## src/rtl/debounce_pkg.sv

```systemverilog
// Shared definitions for the push-button debounce path: FSM state encoding
// and the sizing helper for the debounce and hold/repeat counters.
package debounce_pkg;

  typedef enum logic [1:0] {
    ST_IDLE         = 2'd0,
    ST_PRESS_WAIT   = 2'd1,
    ST_HELD         = 2'd2,
    ST_RELEASE_WAIT = 2'd3
  } state_e;

  // Counters only ever count up to (parameter - 1), so clog2 of the largest bound is enough.
  function automatic int cnt_width(input int a, input int b, input int c);
    int m;
    m = a;
    if (b > m) m = b;
    if (c > m) m = c;
    return (m < 2) ? 1 : $clog2(m);
  endfunction

endpackage

```

## src/rtl/sync_2ff.sv

```systemverilog
// Single-bit two-flop synchroniser bringing an asynchronous level into the clk domain.
module sync_2ff (
  input  logic clk,
  input  logic rst,
  input  logic d_i,
  output logic q_o
);

  logic meta_q;
  logic sync_q;

  always_ff @(posedge clk) begin
    if (rst) begin
      meta_q <= 1'b0;
      sync_q <= 1'b0;
    end else begin
      meta_q <= d_i;
      sync_q <= meta_q;
    end
  end

  assign q_o = sync_q;

endmodule

```

## src/rtl/button_debounce_pulse.sv

```systemverilog
// Debounces a raw push-button and emits a one-cycle step pulse per accepted press,
// with optional hold-to-auto-repeat stepping while the button stays down.
module button_debounce_pulse
  import debounce_pkg::*;
#(
  parameter int DEBOUNCE_CYCLES = 500000,
  parameter int HOLD_CYCLES     = 25000000,
  parameter int REPEAT_CYCLES   = 5000000
) (
  input  logic clk,
  input  logic rst,
  input  logic btn_in,
  input  logic repeat_en,
  output logic en_pulse,
  output logic btn_level
);

  localparam int CNT_W = cnt_width(DEBOUNCE_CYCLES, HOLD_CYCLES, REPEAT_CYCLES);
  localparam logic [CNT_W-1:0] CNT_ONE   = CNT_W'(1);
  localparam logic [CNT_W-1:0] DEB_LAST  = CNT_W'(DEBOUNCE_CYCLES - 1);
  localparam logic [CNT_W-1:0] HOLD_LAST = CNT_W'(HOLD_CYCLES - 1);
  localparam logic [CNT_W-1:0] REP_LAST  = CNT_W'(REPEAT_CYCLES - 1);

  logic             btn_s;
  state_e           state_q;
  logic [CNT_W-1:0] cnt_q;
  logic [CNT_W-1:0] cnt_d;
  logic [CNT_W-1:0] hold_cnt_q;
  logic [CNT_W-1:0] hold_cnt_d;
  logic [CNT_W-1:0] hold_thr;
  logic             rep_phase_q;
  logic             en_pulse_q;
  logic             btn_level_q;

  sync_2ff u_sync_btn (
    .clk (clk),
    .rst (rst),
    .d_i (btn_in),
    .q_o (btn_s)
  );

  assign cnt_d      = cnt_q + CNT_ONE;
  assign hold_cnt_d = hold_cnt_q + CNT_ONE;
  // The first repeat waits the long hold time; later repeats use the shorter interval.
  assign hold_thr   = rep_phase_q ? REP_LAST : HOLD_LAST;

  always_ff @(posedge clk) begin
    if (rst) begin
      state_q     <= ST_IDLE;
      cnt_q       <= '0;
      hold_cnt_q  <= '0;
      rep_phase_q <= 1'b0;
      en_pulse_q  <= 1'b0;
      btn_level_q <= 1'b0;
    end else begin
      en_pulse_q <= 1'b0;
      case (state_q)
        ST_IDLE: begin
          btn_level_q <= 1'b0;
          if (btn_s) begin
            state_q <= ST_PRESS_WAIT;
            cnt_q   <= '0;
          end
        end
        ST_PRESS_WAIT: begin
          if (!btn_s) begin
            state_q <= ST_IDLE;
          end else if (cnt_q == DEB_LAST) begin
            state_q     <= ST_HELD;
            en_pulse_q  <= 1'b1;
            btn_level_q <= 1'b1;
            hold_cnt_q  <= '0;
            rep_phase_q <= 1'b0;
          end else begin
            cnt_q <= cnt_d;
          end
        end
        ST_HELD: begin
          // A release seen on the same cycle as a repeat threshold takes priority.
          if (!btn_s) begin
            state_q <= ST_RELEASE_WAIT;
            cnt_q   <= '0;
          end else if (repeat_en) begin
            if (hold_cnt_q == hold_thr) begin
              en_pulse_q  <= 1'b1;
              hold_cnt_q  <= '0;
              rep_phase_q <= 1'b1;
            end else begin
              hold_cnt_q <= hold_cnt_d;
            end
          end else begin
            hold_cnt_q  <= '0;
            rep_phase_q <= 1'b0;
          end
        end
        ST_RELEASE_WAIT: begin
          if (btn_s) begin
            state_q <= ST_HELD;
          end else if (cnt_q == DEB_LAST) begin
            state_q     <= ST_IDLE;
            btn_level_q <= 1'b0;
          end else begin
            cnt_q <= cnt_d;
          end
        end
        default: state_q <= ST_IDLE;
      endcase
    end
  end

  assign en_pulse  = en_pulse_q;
  assign btn_level = btn_level_q;

endmodule

```

## config.mk

```make
export PLATFORM = sky130hd
export DESIGN_NAME = button_debounce_pulse
export DESIGN_NICKNAME = d
export VERILOG_FILES = /design/src/rtl/debounce_pkg.sv /design/src/rtl/sync_2ff.sv /design/src/rtl/button_debounce_pulse.sv
export SDC_FILE = /design/constraint.sdc
export NUM_CORES = 1
export LEC_CHECK = 0
export CAP_MARGIN = 0
export CORE_MARGIN = 3
export CORE_UTILIZATION = 56
export CTS_CLUSTER_SIZE = 40
export DETAILED_ROUTE_END_ITERATION = 6
export PLACE_DENSITY = 0.81
export REMOVE_ABC_BUFFERS = 1
export SYNTH_ARGS = -nofsm -noshare
export SYNTH_HDL_FRONTEND = slang
export SYNTH_SLANG_ARGS = --single-unit
```

## constraint.sdc

```tcl
create_clock -name clk -period 2.4 [get_ports clk]
set_clock_uncertainty 0.15 [all_clocks]
set_input_delay 0.6 -clock clk [delete_from_list [all_inputs] [get_ports clk]]
set_output_delay 0.6 -clock clk [all_outputs]
set_load 0.02 [all_outputs]
```

==> summary.md <==
| Metric | Value |
|---|---|
| Run status | complete, but fails checks |
| Failing checks | setup timing |
| Post-route antenna net violation count | 0 |
| Number of fill cells | 311 |
| CP Depth | 9 |
| CP max stage delay | 560 ps |
| Max-slew violation count | 0 |
| Pint | around 1.6 mW |
| Cell taking the most area after synthesis | dfxtp_1 |
| Post-synthesis sequential area ratio | 36.67% |
| Initial antenna violation count | 0 |
| CP top delay family | compound AO/OA/AOI/OAI gates |
| # diodes | 0 |
| Final HPWL DP | 5.217 mm |
| Cell area after placement | between 3000 and 4000 um2 |
| Ys async rst share | 0% |
| CTS tree | done |
| Post-Synthesis Cells | 358 |
| Switching share of power | 26.91% |
| CTS Sinks | 57 |
| Max Root-Sink Buffers | 2 |
| Worst path arrival time | 2710 ps |
| Area growth from synthesis to layout | 33.05% |
| Core region area | 5238 um2 |
| Worst reg2reg path depth | 9 |
| Vias | between 3,000 and 4,000 |
| Residual DRC | 0 |
| Routability congestion estimate from global placement | 0.8822 |
| Fmax | 380.3 MHz |
| Setup crit end | hold_cnt_q[13] |
| Largest net degree at the start of global routing | 22 |
| Clk Latency, worst-skew pair | 350 ps |
| Register area | 1144 um2 |
| Setup WS post-layout | -229.2 ps |
| Worst path bufs/invs | 4 |
| 1st-iter DRT viols | 503 |
| PD cells | 545.1 nW/um2 |
| Tcrit/Tclk final | 109.6% |
| Mapped Area | 3112 um2 |
| Max-capacitance violation count | 0 |
| Area occupied by multi-input gates | ~2000 um2 |
| Req. time, crit path | 2480 ps |
| Slowest-stage cell, CP | or4b_4 |
| Post-layout minimum cycle time | 2629 ps |
| Die Area | 6488 um2 |
| Most common cell in the netlist | dfxtp_1 |
| Synth top area share | 36.67% |
| Vias in the first global route | 2,996 |
| Min-Delay Startpoint | u_sync_btn.meta_q |
| CTS root buf | clkbuf_8 |
| Wirelength per Cell | 20.22 um |
| Final setup viols | 25 |
| Synth Flop Type | dfxtp_1 |
| Total GRT Usage | 28.85% |
| Post-synth cell types | 55 |
| Syn Area/Cell | 8.692 um2 |
| Port Buffers | 5 |
| Pre-antenna DRT Iters | 6 |
| Vias/cell | 6.790 |
| Start of the worst register-to-register path | cnt_q[5] |
| Startpoint Class | register |
| CP max FO | 6 |
| Most area-consuming cells after synthesis | dfxtp_1, xnor2_1, a211oi_1, nor2_1, or3_1 |
| Synth Warn # | 0 |
| CP Capture Type | register |
| Crit. Startpoint | cnt_q[5] |
| Pleak | 1.383 nW |
| Worst hold margin | 325.2 ps |
| Crit Path Class | register to register |
| Number of synthesized flops with an enable pin | 0 |
| Reg2Reg Capture Point | hold_cnt_q[13] |
| Util after Layout | roughly 80% |
| Worst-margin pin slew | 552.3 ps |
| Clock share of power | 40.8% |
| First-pass GRT wire length | 14.41 mm |
| Max transition margin | 63.07% |
| Starting Density | 59.41% |
| I/O pin count | 6 |
| Net Switching | 607.3 uW |
| RSZ-0062 raised after global routing | yes |
| #FFs+latches synth | 57 |
| Post-route cell area | 4140 um2 |
| Total gr overflow | 0 |
| Hold/Removal Path Class | register to register |
| Critical-path cell list | or4b_4, o41ai_4, buf_4, buf_6, nand4_1, buf_4, buf_6, o21ai_0, a211oi_2 |
| R2R Setup Slk | -230 ps |
| Sequential power share | between 40 and 50% |
| Depth of the CTS H-tree | 3 |
| Routed WL | 10.09 mm |
| Clock Pin Slew Worst Setup and Hold Paths | 70 ps |
| Logic pwr share | 16.3% |
| Row cnt | 26 |
| Chip width | 80.55 um |
| CTS buffer count | 9 |
| Commonest cells in the netlist | dfxtp_1, nor2_1, nand2_1 |
| NumNets Final | between 400 and 500 |
| Layout cells sized above 1 | 32.87% |
| Final hold violations | 0 |
| Peak VDD IR | 402.2 uV |
| Die Span Y | 80.55 um |
-- metal layers --
| metal | global-route usage, % | share of wire [%] | up-vias |
|---|---|---|---|
| met3 | 8.632 | 9.6 | 79 |
| met2 | 45.03 | 46 | 264 |
| met4 | 13.01 | 4.9 | 0 |
| li1 | - | - | 1485 |
| met5 | 0 | 0 | - |
| met1 | 36.43 | 40 | 1560 |
-- metrics by stage --
step	setup TNS, ps	total power [mW]	setup slack, ps	std cells
3_5_place_dp	-2621	1.239	-183.1	468
2_1_floorplan	-10600	1.108	-366.1	338
4_1_cts	-1750	2.187	-143.9	492
3_3_place_gp	-1195	1.232	-81.30	468
5_1_grt	-5518	2.328	-312.8	499
6_report	-4341	2.257	-229.2	499
-- state kept, by name, summed over array words and instances (netlist names), named ones only --
name,flops
btn_level,1
cnt_q,25
u_sync_btn.q_o,1
hold_cnt_q,25
en_pulse,1
rep_phase_q,1
u_sync_btn.meta_q,1
state_q,1
-- repair_timing --
action                                 4_1_cts  5_1_grt
hold buffers                                 0        0
gates cloned                                 2        1
pin swaps                                   30       10
endpoints found under the hold margin        0        0
setup buffers                                7        6
resized for setup                           31       28
setup endpoints to repair                   25       28
-- cells in the final DEF, fill, tap and decap left out, types with 3 or more instances in the layout --
cell | synthesis | layout
a21oi_1 | 5 | 5
buf_12 | 0 | 3
nand2_1 | 23 | 23
o31ai_1 | 5 | 4
ha_1 | 6 | 6
or3_1 | 17 | 9
nand4_1 | 15 | 15
a311oi_1 | 4 | 4
buf_6 | 4 | 9
nor2_1 | 29 | 29
clkdlybuf4s50_1 | 0 | 5
or4_4 | 2 | 6
nor3_1 | 19 | 17
and4_1 | 6 | 6
nand3_1 | 16 | 16
nor4_2 | 1 | 4
xnor2_1 | 21 | 21
o21ai_1 | 2 | 7
inv_1 | 7 | 7
and3_1 | 5 | 5
a211oi_2 | 3 | 17
a31oi_1 | 3 | 3
o21ai_0 | 17 | 11
clkbuf_8 | 0 | 11
o2111ai_1 | 3 | 3
a211oi_1 | 18 | 3
buf_4 | 0 | 58
dfxtp_1 | 57 | 55
nor4_1 | 12 | 9
xor2_1 | 6 | 6
or3_4 | 0 | 8
-- logic make-up after synthesis --
logic type / count (synthesis) / share of synthesized area [%]
AOI/OAI and AO/OA: 69 / 16.81
xor gates and xnor gates: 27 / 7.600
buffers and inverters: 27 / 4.704
DFF: 57 / 36.67
muxes: 1 / 0.3217
and+or+nand+nor: 171 / 31.48
adders and majority gates: 6 / 2.412
-- cell type report --
| type | instances | share of cell area, % |
|---|---|---|
| clock buffer | 12 | 3.747 |
| clock inverter | 3 | 0.9671 |
| inverter | 7 | 0.6346 |
| multi-input combinational | 275 | 49.29 |
| sequential | 57 | 27.62 |
| tap | 70 | 2.115 |
| timing repair buffer | 75 | 15.62 |
-- power by group through the flow --
| stage | Clock [mW] | Sequential, mW | Combinational (mW) |
|---|---|---|---|
| 2_1_floorplan | 0 | 0.989 | 0.119 |
| 3_3_place_gp | 0 | 0.987 | 0.244 |
| 3_5_place_dp | 0 | 0.988 | 0.251 |
| 4_1_cts | 0.919 | 0.967 | 0.301 |
| 5_1_grt | 0.977 | 0.968 | 0.384 |
| 6_report | 0.922 | 0.967 | 0.368 |
-- worst min path at each step --
stage,to,slack (ps),depth (start not counted)
floorplan,u_sync_btn.q_o,260,1
global placement,u_sync_btn.q_o,280,1
detailed placement,u_sync_btn.q_o,320,1
CTS,u_sync_btn.q_o,330,1
global route,u_sync_btn.q_o,340,1
finish,u_sync_btn.q_o,330,1
No activity file was read; power rests on OpenSTA's default activity.
